**src/rtl/muldiv_seq.sv**
```systemverilog
// muldiv_seq: iterative RV32-M multiply/divide unit.
// Radix-2 shift-add multiply and restoring divide behind a valid/ready handshake.
module muldiv_seq #(
  parameter int XLEN = 32
) (
  input  logic            clk,
  input  logic            rst_n,
  input  logic            req_valid,
  output logic            req_ready,
  input  logic [XLEN-1:0] a,
  input  logic [XLEN-1:0] b,
  input  logic [2:0]      funct3,
  input  logic            kill,
  output logic            resp_valid,
  input  logic            resp_ready,
  output logic [XLEN-1:0] result
);

  typedef enum logic [2:0] {
    IDLE,
    CALC,
    FIX,
    FAST,
    DONE
  } state_t;

  state_t state, state_nx;

  logic [2:0]  f3_q;
  logic        sa_q, sb_q;
  logic [31:0] hi_q, lo_q, mag_q;
  logic [4:0]  cnt_q;

  logic        accept;
  logic        a_sgn, b_sgn;
  logic [31:0] a_abs, b_abs;
  logic        div_zero, div_ovf, is_fast;
  logic [31:0] fast_res;

  logic [32:0] mul_sum;
  logic [32:0] div_sh;
  logic        div_ge;

  logic [63:0] prod, prod_s;
  logic [31:0] q_s, r_s, fix_res;

  assign req_ready = (state == IDLE);
  assign accept    = req_valid && req_ready && !kill;

  assign a_sgn = a[31] &&
    (funct3 inside {3'b000, 3'b001, 3'b010, 3'b100, 3'b110});
  assign b_sgn = b[31] &&
    (funct3 inside {3'b000, 3'b001, 3'b100, 3'b110});
  assign a_abs = a_sgn ? -a : a;
  assign b_abs = b_sgn ? -b : b;

  assign div_zero = funct3[2] && (b == 32'd0);
  assign div_ovf  = funct3[2] && !funct3[0] &&
    (a == 32'h8000_0000) && (b == 32'hFFFF_FFFF);
  assign is_fast  = div_zero || div_ovf;

  // funct3[1] separates REM/REMU from DIV/DIVU
  always_comb begin
    fast_res = 32'd0;
    unique case (1'b1)
      div_zero && !funct3[1]: fast_res = 32'hFFFF_FFFF;
      div_zero &&  funct3[1]: fast_res = a;
      div_ovf  && !funct3[1]: fast_res = 32'h8000_0000;
      default:                fast_res = 32'd0;
    endcase
  end

  // multiply: {hi,lo} shifts right, multiplier bits consumed from lo[0]
  assign mul_sum = {1'b0, hi_q} + (lo_q[0] ? {1'b0, mag_q} : 33'd0);

  // divide: remainder in hi, dividend shifts out of lo as quotient shifts in
  assign div_sh = {hi_q, lo_q[31]};
  assign div_ge = div_sh >= {1'b0, mag_q};

  assign prod    = {hi_q, lo_q};
  assign prod_s  = (sa_q ^ sb_q) ? -prod : prod;
  assign q_s     = (sa_q ^ sb_q) ? -lo_q : lo_q;
  assign r_s     = sa_q ? -hi_q : hi_q;
  assign fix_res = f3_q[2] ? (f3_q[1] ? r_s : q_s)
                 : ((f3_q[1:0] == 2'b00) ? prod_s[31:0]
                                         : prod_s[63:32]);

  always_ff @(posedge clk or negedge rst_n) begin
    if (!rst_n) state <= IDLE;
    else        state <= state_nx;
  end

  always_comb begin
    state_nx = state;
    unique case (state)
      IDLE: if (accept) state_nx = is_fast ? FAST : CALC;
      CALC: begin
        if (kill)                state_nx = IDLE;
        else if (cnt_q == 5'd31) state_nx = FIX;
      end
      FIX:  state_nx = kill ? IDLE : DONE;
      FAST: state_nx = kill ? IDLE : DONE;
      DONE: begin
        if (kill || (resp_valid && resp_ready)) state_nx = IDLE;
      end
      default: state_nx = IDLE;
    endcase
  end

  always_ff @(posedge clk or negedge rst_n) begin
    if (!rst_n) begin
      f3_q       <= 3'd0;
      sa_q       <= 1'b0;
      sb_q       <= 1'b0;
      hi_q       <= 32'd0;
      lo_q       <= 32'd0;
      mag_q      <= 32'd0;
      cnt_q      <= 5'd0;
      result     <= 32'd0;
      resp_valid <= 1'b0;
    end else begin
      // response rises one edge after DONE entry, drops on leaving
      resp_valid <= (state == DONE) && (state_nx == DONE);
      unique case (state)
        IDLE: begin
          if (accept) begin
            f3_q  <= funct3;
            sa_q  <= a_sgn;
            sb_q  <= b_sgn;
            cnt_q <= 5'd0;
            hi_q  <= 32'd0;
            if (is_fast) begin
              lo_q  <= fast_res;
              mag_q <= 32'd0;
            end else if (funct3[2]) begin
              lo_q  <= a_abs;
              mag_q <= b_abs;
            end else begin
              lo_q  <= b_abs;
              mag_q <= a_abs;
            end
          end
        end
        CALC: begin
          cnt_q <= cnt_q + 5'd1;
          if (f3_q[2]) begin
            hi_q <= div_ge ? (div_sh[31:0] - mag_q) : div_sh[31:0];
            lo_q <= {lo_q[30:0], div_ge};
          end else begin
            hi_q <= mul_sum[32:1];
            lo_q <= {mul_sum[0], lo_q[31:1]};
          end
        end
        FIX:  if (!kill) result <= fix_res;
        FAST: if (!kill) result <= lo_q;
        default: ;
      endcase
    end
  end

endmodule

```
**config.mk**
```make
export PLATFORM = sky130hd
export DESIGN_NAME = muldiv_seq
export DESIGN_NICKNAME = d
export VERILOG_FILES = /design/src/rtl/muldiv_seq.sv
export SDC_FILE = /design/constraint.sdc
export NUM_CORES = 1
export LEC_CHECK = 0
export CORE_AREA = 2 2 200 202
export CTS_CLUSTER_SIZE = 24
export DETAILED_ROUTE_END_ITERATION = 10
export DIE_AREA = 0 0 202 204
export MAX_ROUTING_LAYER = met4
export PLACE_DENSITY = 0.66
export SLEW_MARGIN = 20
export SYNTH_ARGS = -nofsm -noshare
export SYNTH_HDL_FRONTEND = slang
export SYNTH_SLANG_ARGS = --single-unit
```
**constraint.sdc**
```tcl
create_clock -name clk -period 4.1 [get_ports clk]
set_input_delay 0.82 -clock clk [delete_from_list [all_inputs] [get_ports clk]]
set_output_delay 0.82 -clock clk [all_outputs]
set_load 0.02 [all_outputs]
```
After elaboration in Yosys (flattened, before gate mapping)
Cells that the tools add are included.

Flip-flop bits (word level): 142. Latch bits: 0. Memory bits (writable): 0. ROM bits: 0. Input bits: 72. Output and inout port bits: 34. Word-level logic and storage cells: 98. Memories kept: 0.

Add/subtract/negate cells: 8. Multiply operators: 0. Divide/modulo/power cells: 0. Magnitude comparators: 1. Eq/ne operators: 15. Shifts and indexed selects: 0. Mux-type cells: 33. Bitwise operators: 1. Reduce and logical (&&, ||, !) cells: 30.

Operators with widths (number): 32-bit 2-to-1 mux (19); 32-bit one-hot mux with 2 select lines (3); 32-bit negation (4); 32-bit one-hot mux with 3 select lines (1); 32-bit equality test, second input constant (2); 64-bit 2-to-1 mux (1); 64-bit negation (1); 32-bit by 32-bit adder with 33-bit output (1); 33-bit by 32-bit >= comparator with 1-bit output (1); 32-bit zero test (1); 32-bit subtractor (1); 3-bit 2-to-1 mux (5); 1-bit logical AND (13); 3-bit equality test, second input constant (4); 3-bit one-hot mux with 4 select lines (1); 5-bit one-hot mux with 2 select lines (1); 3-bit by 2-bit equality test with 1-bit output, second input constant (3); 3-bit by 1-bit equality test with 1-bit output, second input constant (2); 3-bit zero test (2); 5-bit by 1-bit adder with 5-bit output, second input constant (1); 5-bit equality test, second input constant (1); 5-bit 2-to-1 mux (1); 5-bit nonzero test (1); 2-bit inequality test, second input constant (2); other kinds (11) (16).

Longest topological paths before layout
Gate-level depths: netlist of the first run.

Depth after elaboration: 10. Depth in mapped cells: 15. Gate-level depth less buffers: 14.

Worst setup path before layout of the first run
OpenSTA, ideal clock, no wires.

Path type: in2reg. From: input b[1]. To: register lo_q[30]. Library setup time: 0.137 ns. Arrival: 3.275 ns. Data required time: 3.963 ns. Slack: 0.689 ns. Cell stages on the path: 14. Buffers on the path: 3. Cell sequence: inv_1 -> ha_1 -> or3b_2 -> nor4_1 -> and2_0 -> buf_2 -> nand2_1 -> or4_4 -> nand2_2 -> buf_6 -> buf_6 -> o22ai_1 -> nor3_1 -> o22ai_1.

Cells in the longest elaborated chain, start to end: 7. Elaborated cells between the ends (all ways): 15. Those cells by class: add/sub (1); eq/ne (1); mux (6); reduce/logical (7).

Ends and longest elaborated chain: from (decl) (RTL line 11) `input logic [XLEN-1:0] b,`; parallel branches: the longest is 4 deep, another holds 32-bit negation; 32-bit 2-to-1 mux * (RTL line 132) `if (is_fast) begin`; 32-bit 2-to-1 mux * (RTL line 126) `if (accept) begin`; 32-bit one-hot mux with 2 select lines * (RTL line 124) `unique case (state)`; to (signal assigned) (RTL line 133) `lo_q <= fast_res;`; to (signal assigned) (RTL line 136) `lo_q <= a_abs;`; to (signal assigned) (RTL line 139) `lo_q <= b_abs;`; to (decl) (RTL line 31) `logic [31:0] hi_q, lo_q, mag_q;`.

Mark *: on every way between the ends. The select of a mux whose other input is x is not followed. A chain may end at the register's enable or synchronous reset.

Worst setup path in the final report of the first run
From: register mag_q[20]. To: register hi_q[31].

Cells in the longest elaborated chain, start to end: 4. Elaborated cells between the ends (all ways): 7. Those cells by class: add/sub (2); order compare (1); mux (4).

Ends and longest elaborated chain: from (decl) (RTL line 31); from (signal assigned) (RTL line 137) `mag_q <= b_abs;`; from (signal assigned) (RTL line 140) `mag_q <= a_abs;`; 32-bit 2-to-1 mux (tied with other cells) (RTL line 74) `assign mul_sum = {1'b0, hi_q} + (lo_q[0] ? {1'b0, mag_q} : 33'd0);`; 32-bit by 32-bit adder with 33-bit output or 32-bit 2-to-1 mux (tied branches) (RTL line 74, 147); 32-bit 2-to-1 mux * (RTL line 146) `if (f3_q[2]) begin`; 32-bit one-hot mux with 2 select lines * (RTL line 124); to (signal assigned) (RTL line 147) `hi_q <= div_ge ? (div_sh[31:0] - mag_q) : div_sh[31:0];`; to (signal assigned) (RTL line 150) `hi_q <= mul_sum[32:1];`; to (decl) (RTL line 31).

Mark *: on every way between the ends. The rest lies on a longest branch, timed or not.

==> flow_summary_export.csv, run 1 <==
group,metric,value,unit
placement,hpwl,48.0,mm
critical_path,crit_fanout,7,
run,cap_violations,0,
timing,period_minus_slack,3770,ps
global_route,grt_pass1_vias,15900,
final_layout,nets,2336,
timing,clock.fmax,0.265,GHz
final_layout,n_antenna_cell,0,
synthesis,syn_nets,2246,
critical_path,crit_path_end_kind,"register",
timing,tightestPinTransition,858,ps
power,pwr_density_cell,662,mW/mm2
final_layout,drive_above_1_share,9.99,%
floorplanning,initial_utilization,39.4,%
synthesis,ys_types,81,
global_route,grt_overflow,0,
critical_path,cp.arrival,4090,ps
placement,gp_congestion,1.05,
final_layout,final_core_util,46.5,%
synthesis,synth_top_area_share,23.0,%
final_layout,stdcell_count,2728,
timing,slew_headroom,42.8,%
synthesis,synth_edf_count,0,
placement,place_inst,2697,
routing,ant_nets,0,
cts,ctsResizeCount,0,
floorplanning,die_area,0.0412,mm2
synthesis,synth.top_cells.by_count,"a21oi_1 (215), nor2_1 (208), nand2_1 (199)",
synthesis,synthCells,2101,
critical_path,crit_type,"register to register",
final_layout,area_growth,18.1,%
timing,slew_viol_final,0,
routing,viasPerCell,6.16,
synthesis,synthArstFlopShare,100,%
routing,finalWirelength,61.8,mm
timing,hold_viol,0,
routing,route.detailed.drc,0,
power,power,12.1,mW
synthesis,ys_ff_latch,142,
timing,period_share,91.9,%
global_route,antenna_found_initial,0,
routing,maxUsedRoutingLayer,"met4",
cts,htreeDepth,4,
routing,drtIter0Drc,1786,
status,status,"complete, no violations",
synthesis,yosysMostFrequentCell,"a21oi_1",
routing,drt-met1-wl,26.6,mm
floorplanning,core_region_area,0.0392,mm2
routing,vias,16800,
timing,fin_tns_setup,0,ps
global_route,grt_pass1_wl,94.4,mm
timing,finalSetupViolCount,0,
timing,finalClockSkew,16.7,ps
cts,clock_sinks,142,
placement,portBuffers,105,
synthesis,synth_top_area_cell,"dfrtp_1",
cts,clk_path_buf_depth,2,
synthesis,yosys_warnings,0,
routing,wl_met3,5.16,mm
floorplanning,die_w,202,um
placement,postPlaceCellArea,0.0176,mm2
worst_hold_path,hold_path_class,"input pin to asynchronous set/reset pin",
synthesis,syn_area,0.0154,mm2
power,peakVddDrop,0.366,mV
floorplanning,ios,106,
cts,cts_root_buf,"clkbuf_16",
cts,cts_inserted_buffers,17,
floorplanning,die_y,204,um
critical_path,start_kind,"register",
cts,clkTransAtPathRegs,70,ps
timing,rsz0062_at_grt,"false",
synthesis,syn_area_per_cell,7.35,um2
synthesis,ys_seq_area_share,23.0,%
cts,insertion_delay,440,ps
global_route,grt_max_degree,78,
routing,first_pass_iters,6,
synthesis,synth_area_leaders,"dfrtp_1 (23%), a21oi_1 (7.0%), o21ai_0 (5.9%)",
routing,wl_per_cell,22.7,um
critical_path,worstPathRequired,4420,ps
routing,wl_met2,26.8,mm
synthesis,ys.flop_type,"dfrtp_1",
cts,tritoncts,"yes",
final_layout,finalInstanceArea,0.0182,mm2
floorplanning,fp-row-count,73,
cts,cts_setup_buffers,0,
power,p_leak,7.66,nW
cts,hold_buffers,0,
global_route,grt_usage,30.5,%
==> cells by family after synthesis <==
family / Yosys count / synth area share (%)
AOI/OAI and AO/OA: 717 / 28.7
xor gates and xnor gates: 195 / 11.1
adders and majority gates: 73 / 6.01
buffers and inverters: 244 / 6.10
DFF: 142 / 23.0
muxes: 61 / 4.01
and+or+nand+nor: 669 / 21.1
==> power by group <==
part / internal [mW] / leakage, nW / total [mW] / switching [mW]
clock: 0.972 / 0.292 / 1.68 / 0.704
sequential: 1.77 / 1.79 / 2.30 / 0.530
combinational: 3.22 / 5.58 / 8.09 / 4.87
total: 5.95 / 7.66 / 12.1 / 6.11
==> sequential cells by signal, indices dropped and copies added, names as in the netlist <==
signal and flops:
mag_q 32, lo_q 32, sb_q 1, result 32
resp_valid 1, sa_q 1, state 3, f3_q 3
cnt_q 5, hi_q 32
==> layout make-up <==
cell class | instances | area, um2
Fill cell | 3923 | 21000
Clock buffer | 18 | 429
Tap cell | 525 | 657
Multi-Input combinational cell | 1715 | 11000
Sequential cell | 142 | 3560
Inverter | 78 | 293
Timing Repair Buffer | 237 | 2130
Clock inverter | 13 | 180
==> worst paths after layout <==
path                                    endpoint  slack, ps             startpoint  cells after the start
setup / recovery            hi_q[31]$_DFFE_PN0P_        330  mag_q[20]$_DFFE_PN0P_                     13
hold / removal              hi_q[13]$_DFFE_PN0P_        370                  rst_n                      1
setup reg to reg            hi_q[31]$_DFFE_PN0P_        330  mag_q[20]$_DFFE_PN0P_                     13
hold reg to reg            mag_q[28]$_DFFE_PN0P_        480  mag_q[28]$_DFFE_PN0P_                      2
max in group asynchronous   hi_q[24]$_DFFE_PN0P_       2900                  rst_n                      2
min in group clk           mag_q[28]$_DFFE_PN0P_        480  mag_q[28]$_DFFE_PN0P_                      2
==> per-layer routing <==
metal,global-route usage [%],up-vias
li1,-,7780
met1,40.8,8010
met2,45.2,862
met3,4.48,159
met4,15.1,0
met5,-,-
==> stage by stage <==
stage	hold slack [ps]	setup slack, ps
floorplan	449	689
detailed placement	474	86.8
global placement	466	155
finish	375	330
CTS	438	422
global route	436	101
==> placed cells by master, fill, tap and decap left out, types with 16 or more instances in the layout <==
cell type	count
xnor2_1	99
a221oi_1	16
nand3_1	29
xor2_1	94
inv_1	77
clkdlybuf4s50_1	103
nor2_1	207
ha_1	71
nor3_1	60
clkbuf_16	17
or3_1	16
o31ai_1	28
o21ai_0	183
a211oi_1	47
nor4_1	23
o211ai_1	25
nand4_1	22
a31oi_1	33
mux2i_1	54
dfrtp_1	141
a21oi_1	214
buf_4	125
o22ai_1	18
a21o_1	44
nand2_1	199
==> critical path, stage by stage, from the launching register on <==
cell and delay (ps):
dfrtp_1 380, inv_1 150, ha_1 340, a21oi_1 180, o21a_1 200, o221ai_1 250, a211oi_1 470, a21oi_1 200
o311ai_0 360, buf_4 190, mux2_2 320, o21ai_0 180, o211ai_1 110, a32o_1 300
Power figures use the tool's default switching activity.
==> run 2: changes to the inputs <==
--- a/config.mk
+++ b/config.mk
@@ -6,10 +6,10 @@
 export NUM_CORES = 1
 export LEC_CHECK = 0
-export CORE_AREA = 2 2 200 202
+export CORE_AREA = 2 2 281 144
 export CTS_CLUSTER_SIZE = 24
 export DETAILED_ROUTE_END_ITERATION = 10
-export DIE_AREA = 0 0 202 204
+export DIE_AREA = 0 0 283 146
 export MAX_ROUTING_LAYER = met4
-export PLACE_DENSITY = 0.66
+export PLACE_DENSITY = 0.67
 export SLEW_MARGIN = 20
 export SYNTH_ARGS = -nofsm -noshare
==> constraint.sdc (replaced) <==
create_clock -name clk -period 4.1 [get_ports clk]
set_input_delay 0.615 -clock clk [delete_from_list [all_inputs] [get_ports clk]]
set_output_delay 0.615 -clock clk [all_outputs]
set_load 0.01 [all_outputs]
==> run 2 against run 1 <==
Critical path type unchanged. Register-to-register slack got worse by 80 ps. Maximum frequency shrank 2.1%. Highest routed layer unchanged. Clock-buffer cell count shrank 1. Sequential share of layout area rose by 0.20 points. Non-clock buffer count fell by 13. Utilization up 0.22 points. Combinational power is essentially flat. Final area is 1.0% lower.
==> flow_summary_export.csv, run 2 (synthesis results as in run 1) <==
group,metric,value,unit
routing,ant_nets,0,
final_layout,drive_above_1_share,9.49,%
critical_path,cp.arrival,4210,ps
worst_hold_path,hold_path_class,"input pin to asynchronous set/reset pin",
timing,period_share,93.9,%
cts,clkTransAtPathRegs,80,ps
routing,first_pass_iters,6,
cts,clock_sinks,142,
critical_path,crit_type,"register to register",
global_route,grt_max_degree,106,
placement,preCtsSetupSlack,251,ps
timing,finalClockSkew,14.5,ps
critical_path,start_kind,"register",
timing,whs,210,ps
power,clockPowerShare,13.3,%
power,pwr_density_cell,667,mW/mm2
final_layout,layout_common_cells,"a21oi_1 (214), nor2_1 (207), nand2_1 (199), o21ai_0 (183), dfrtp_1 (141)",
placement,gp_congestion,1.02,
cts,clk_path_buf_depth,2,
timing,fin_tns_setup,0,ps
final_layout,finalInstanceArea,0.0180,mm2
critical_path,r2r-start,"lo_q[0]$_DFFE_PN0P_",
power,power_switching,6.28,mW
global_route,antenna_found_initial,2,
routing,vias,16800,
timing,tightestPinTransition,1160,ps
floorplanning,ios,106,
critical_path,cp_slowest_cell,"a21oi_1",
floorplanning,die_w,283,um
global_route,grt_overflow,0,
critical_path,startpoint,"lo_q[0]$_DFFE_PN0P_",
timing,slew_viol_final,0,
power,netSwitchingFraction,52.2,%
critical_path,crit_path_end_kind,"register",
routing,drtIter0Drc,2265,
timing,slew_headroom,22.0,%
final_layout,final_common_cell,"a21oi_1",
global_route,grt_pass1_vias,15600,
cts,htreeDepth,4,
final_layout,fill_cells,3918,
critical_path,critPathMaxStageDelay,490,ps
timing,period_minus_slack,3850,ps
timing,setup_slack,249,ps
run,cap_violations,0,
global_route,grt_usage,30.8,%
routing,route.detailed.drc,0,
floorplanning,core_region_area,0.0386,mm2
status,status,"complete, no violations",
timing,rsz0062_at_grt,"false",
cts,ctsResizeCount,0,
floorplanning,fp-row-count,51,
critical_path,worstPathCellList,"inv_1, buf_4, nor2_1, ha_1, o21ai_0, nor3_1, o31ai_1, a21oi_1, a21oi_1, a21oi_1, o21ai_0, xnor2_1, o21ai_0, a22oi_1",
routing,viasPerCell,6.18,
power,peakVddDrop,0.455,mV
floorplanning,initial_utilization,40.0,%
floorplanning,die_area,0.0413,mm2
placement,hpwl,48.0,mm
cts,cts_inserted_buffers,17,
timing,hold_viol,0,
cts,tritoncts,"yes",
power,p_int,5.75,mW
final_layout,area_growth,16.9,%
routing,wl_per_cell,22.8,um
routing,finalWirelength,62.2,mm
critical_path,crit_fanout,12,
placement,portBuffers,105,
floorplanning,die_y,146,um
critical_path,worstPathRequired,4460,ps
power,p_comb_share,67.3,%
cts,insertion_delay,460,ps
cts,cts_setup_buffers,0,
placement,postPlaceCellArea,0.0175,mm2
cts,cts_root_buf,"clkbuf_16",
power,p_leak,7.57,nW
cts,hold_buffers,0,
timing,finalSetupViolCount,0,
final_layout,nets,2323,
timing,clock.fmax,0.260,GHz
power,power_frac_seq,19.4,%
global_route,grt_pass1_wl,95.8,mm
final_layout,final_core_util,46.7,%
==> run 2: cell types whose count changed in the layout (fill, tap and decap cells not counted), sizes merged <==
cell      before  now
buf          134  121
bufinv         3    0
clkbuf        18   17
clkinvlp       2    1
diode          0    1
inv           83   89
==> run 2: path summary, 6_finish.rpt <==
path | cells past startpoint | slack (ps) | end
setup / recovery | 14 | 250 | hi_q[30]$_DFFE_PN0P_
hold / removal | 1 | 210 | result[16]$_DFFE_PN0P_
setup reg to reg | 14 | 250 | hi_q[30]$_DFFE_PN0P_
hold reg to reg | 2 | 480 | result[9]$_DFFE_PN0P_
max in group asynchronous | 2 | 3010 | mag_q[19]$_DFFE_PN0P_
min in group clk | 2 | 480 | result[9]$_DFFE_PN0P_
==> run 2: power by group through the flow <==
stage                     sequential [mW]  clock, mW  combinational (mW)
final                                2.34       1.60                8.10
after global routing                 2.38       1.67                8.74
after CTS                            2.31       1.62                7.81
after detailed placement             2.34          0                7.77
after global placement               2.33          0                7.73
after floorplan                      2.05          0                5.57
==> run 2: worst max-delay path: cells and delay by family, from the launching register on <==
kind	cells	cell delay (ps)
buffers and inverters	2	450
and+or+nand+nor	2	420
DFF	1	390
xor gates and xnor gates	1	170
AOI/OAI and AO/OA	8	1980
adders and majority gates	1	340
==> run 2: layout make-up <==
cell class	count	area [um2]	area share, %
multi-input combinational	1715	11000	60.8
timing repair buffer	224	1970	10.9
sequential	142	3560	19.7
inverter	78	293	1.62
antenna	1	2.50	0.0139
tap	530	663	3.68
clock inverter	15	158	0.874
clock buffer	17	425	2.36
==> run 2: routing by layer <==
layer | vias up | part of all wire, % | track usage, %
met4 | 0 | 2.7 | 8.46
met1 | 7953 | 44 | 42.7
met5 | - | 0 | -
met2 | 935 | 40 | 41.5
li1 | 7788 | - | -
met3 | 143 | 13 | 10.9
==> run 2: stage by stage <==
stage / total power [mW] / std cells
floorplan: 7.62 / 2101
global placement: 10.1 / 2689
detailed placement: 10.1 / 2689
CTS: 11.7 / 2721
global route: 12.8 / 2722
finish: 12.0 / 2722
==> run 3: changes to the inputs <==
Settings changed: GPL_TIMING_DRIVEN from default to 0.
==> run 3 against run 2 <==
Maximum frequency down 4.9%. First-iteration DRC count down 1.8%. Sequential share of layout area is 0.091 points higher. Clock power up 4%. Utilization is 0.25 points lower. Cell count up 1.8%. Routed wire length increased by 17%. Final area decreased by 0.53%. Critical path depth down 1. Via count up 4.0%. Register-to-register slack got worse by 200 ps. Worst setup slack lost 200 ps. Largest cell class unchanged. Largest power group unchanged.
==> flow_summary_export.csv, run 3 (synthesis results as in run 1) <==
group,metric,value,unit
worst_hold_path,hold_path_class,"input pin to asynchronous set/reset pin",
floorplanning,die_area,0.0413,mm2
cts,hold_buffers,0,
critical_path,r2r-start,"lo_q[0]$_DFFE_PN0P_",
final_layout,drive_above_1_share,5.36,%
critical_path,crit_path_end_kind,"register",
timing,tightestPinTransition,1030,ps
global_route,antenna_found_initial,1,
power,peakVddDrop,0.381,mV
final_layout,area_growth,16.3,%
routing,ant_nets,0,
global_route,grt_pass1_wl,107,mm
power,pwr_density_cell,685,mW/mm2
timing,finalSetupViolCount,0,
timing,rsz0062_at_grt,"false",
cts,clk_path_buf_depth,2,
timing,finalClockSkew,17.7,ps
final_layout,final_common_cell,"a21oi_1",
timing,period_minus_slack,4050,ps
timing,fin_tns_setup,0,ps
critical_path,crit_type,"register to register",
cts,clkTransAtPathRegs,80,ps
routing,drtIter0Drc,2224,
routing,finalWirelength,72.9,mm
floorplanning,initial_utilization,40.0,%
routing,viasPerCell,6.31,
cts,cts_inserted_buffers,17,
critical_path,startpoint,"lo_q[0]$_DFFE_PN0P_",
cts,cts_root_buf,"clkbuf_16",
timing,period_share,98.8,%
placement,preCtsSetupSlack,-765,ps
placement,portBuffers,104,
routing,first_pass_iters,8,
critical_path,start_kind,"register",
routing,vias,17500,
placement,hpwl,58.1,mm
cts,insertion_delay,470,ps
critical_path,worstPathRequired,4430,ps
global_route,grt_pass1_vias,16100,
floorplanning,die_y,146,um
status,status,"complete, no violations",
placement,gp_congestion,1.01,
final_layout,nets,2371,
timing,clock.fmax,0.247,GHz
timing,slew_viol_final,0,
floorplanning,core_region_area,0.0386,mm2
timing,setup_slack,50.5,ps
cts,clock_sinks,142,
critical_path,cp.arrival,4380,ps
timing,slew_headroom,30.8,%
cts,tritoncts,"yes",
floorplanning,die_w,283,um
run,cap_violations,0,
routing,wl_per_cell,26.3,um
floorplanning,fp-row-count,51,
critical_path,crit_fanout,10,
timing,hold_viol,0,
cts,htreeDepth,4,
global_route,grt_overflow,0,
final_layout,layout_common_cells,"a21oi_1 (213), nor2_1 (207), nand2_1 (199), o21ai_0 (182), dfrtp_1 (141)",
floorplanning,ios,106,
routing,route.detailed.drc,0,
global_route,grt_max_degree,80,
global_route,grt_usage,35.6,%
power,power,12.3,mW
power,p_leak,7.26,nW
## run 3: repair_timing
action	CTS	global route
gates resized for setup	10	25
setup buffers	0	2
setup endpoints to repair	23	41
cloned	0	0
pin swaps	0	3
## run 3: final timing paths
path,end,slack (ps),cells after the start
max in group asynchronous,hi_q[19]$_DFFE_PN0P_,3160,2
worst min-delay path,result[2]$_DFFE_PN0P_,130,1
min in group clk,mag_q[22]$_DFFE_PN0P_,480,2
worst max register to register,result[8]$_DFFE_PN0P_,50,13
worst max-delay path,result[8]$_DFFE_PN0P_,50,13
worst min register to register,mag_q[22]$_DFFE_PN0P_,480,2
## run 3: cell type report
type / instances / area [um2]
Inverter: 78 / 293
Fill cell: 3952 / 20700
Sequential cell: 142 / 3550
Clock buffer: 17 / 425
Timing Repair Buffer: 107 / 1100
Clock inverter: 15 / 173
Multi-Input combinational cell: 1715 / 11100
Tap cell: 530 / 663
Buffer: 165 / 652
Antenna cell: 2 / 5.00
## run 3: through the flow
| stage | cell area, um2 | hold slack [ps] | utilization, % | instances |
|---|---|---|---|---|
| 5_1_grt | 17900 | 185 | 46.5 | 2771 |
| 3_3_place_gp | 17100 | 463 | 44.4 | 2735 |
| 4_1_cts | 17800 | 160 | 46.1 | 2768 |
| 2_1_floorplan | 15400 | 319 | - | 2101 |
| 3_5_place_dp | 17200 | 470 | 44.5 | 2736 |
| 6_report | 17900 | 131 | 46.5 | 2771 |
## run 3: metal layers
metal	share of wire, %	track usage, %	vias up
met5	0	-	-
met4	2.7	9.52	0
met3	13	10.7	120
met2	40	48.3	1015
met1	45	50.5	8497
li1	-	-	7862
## run 3: where the power goes
group | internal (mW) | total (mW) | switching, mW
clock network | 0.871 | 1.67 | 0.799
logic | 2.93 | 8.31 | 5.39
registers | 1.76 | 2.31 | 0.546
## run 3: worst max-delay path: stages (launching register included)
cell,delay (ps)
dfrtp_1,520
inv_2,220
clkbuf_2,330
ha_1,420
nand4_1,370
nor2_2,370
nand3_1,300
nor3_4,270
buf_12,150
a21oi_1,70
xnor2_1,370
a211oi_1,140
a21oi_1,250
o21ai_0,120
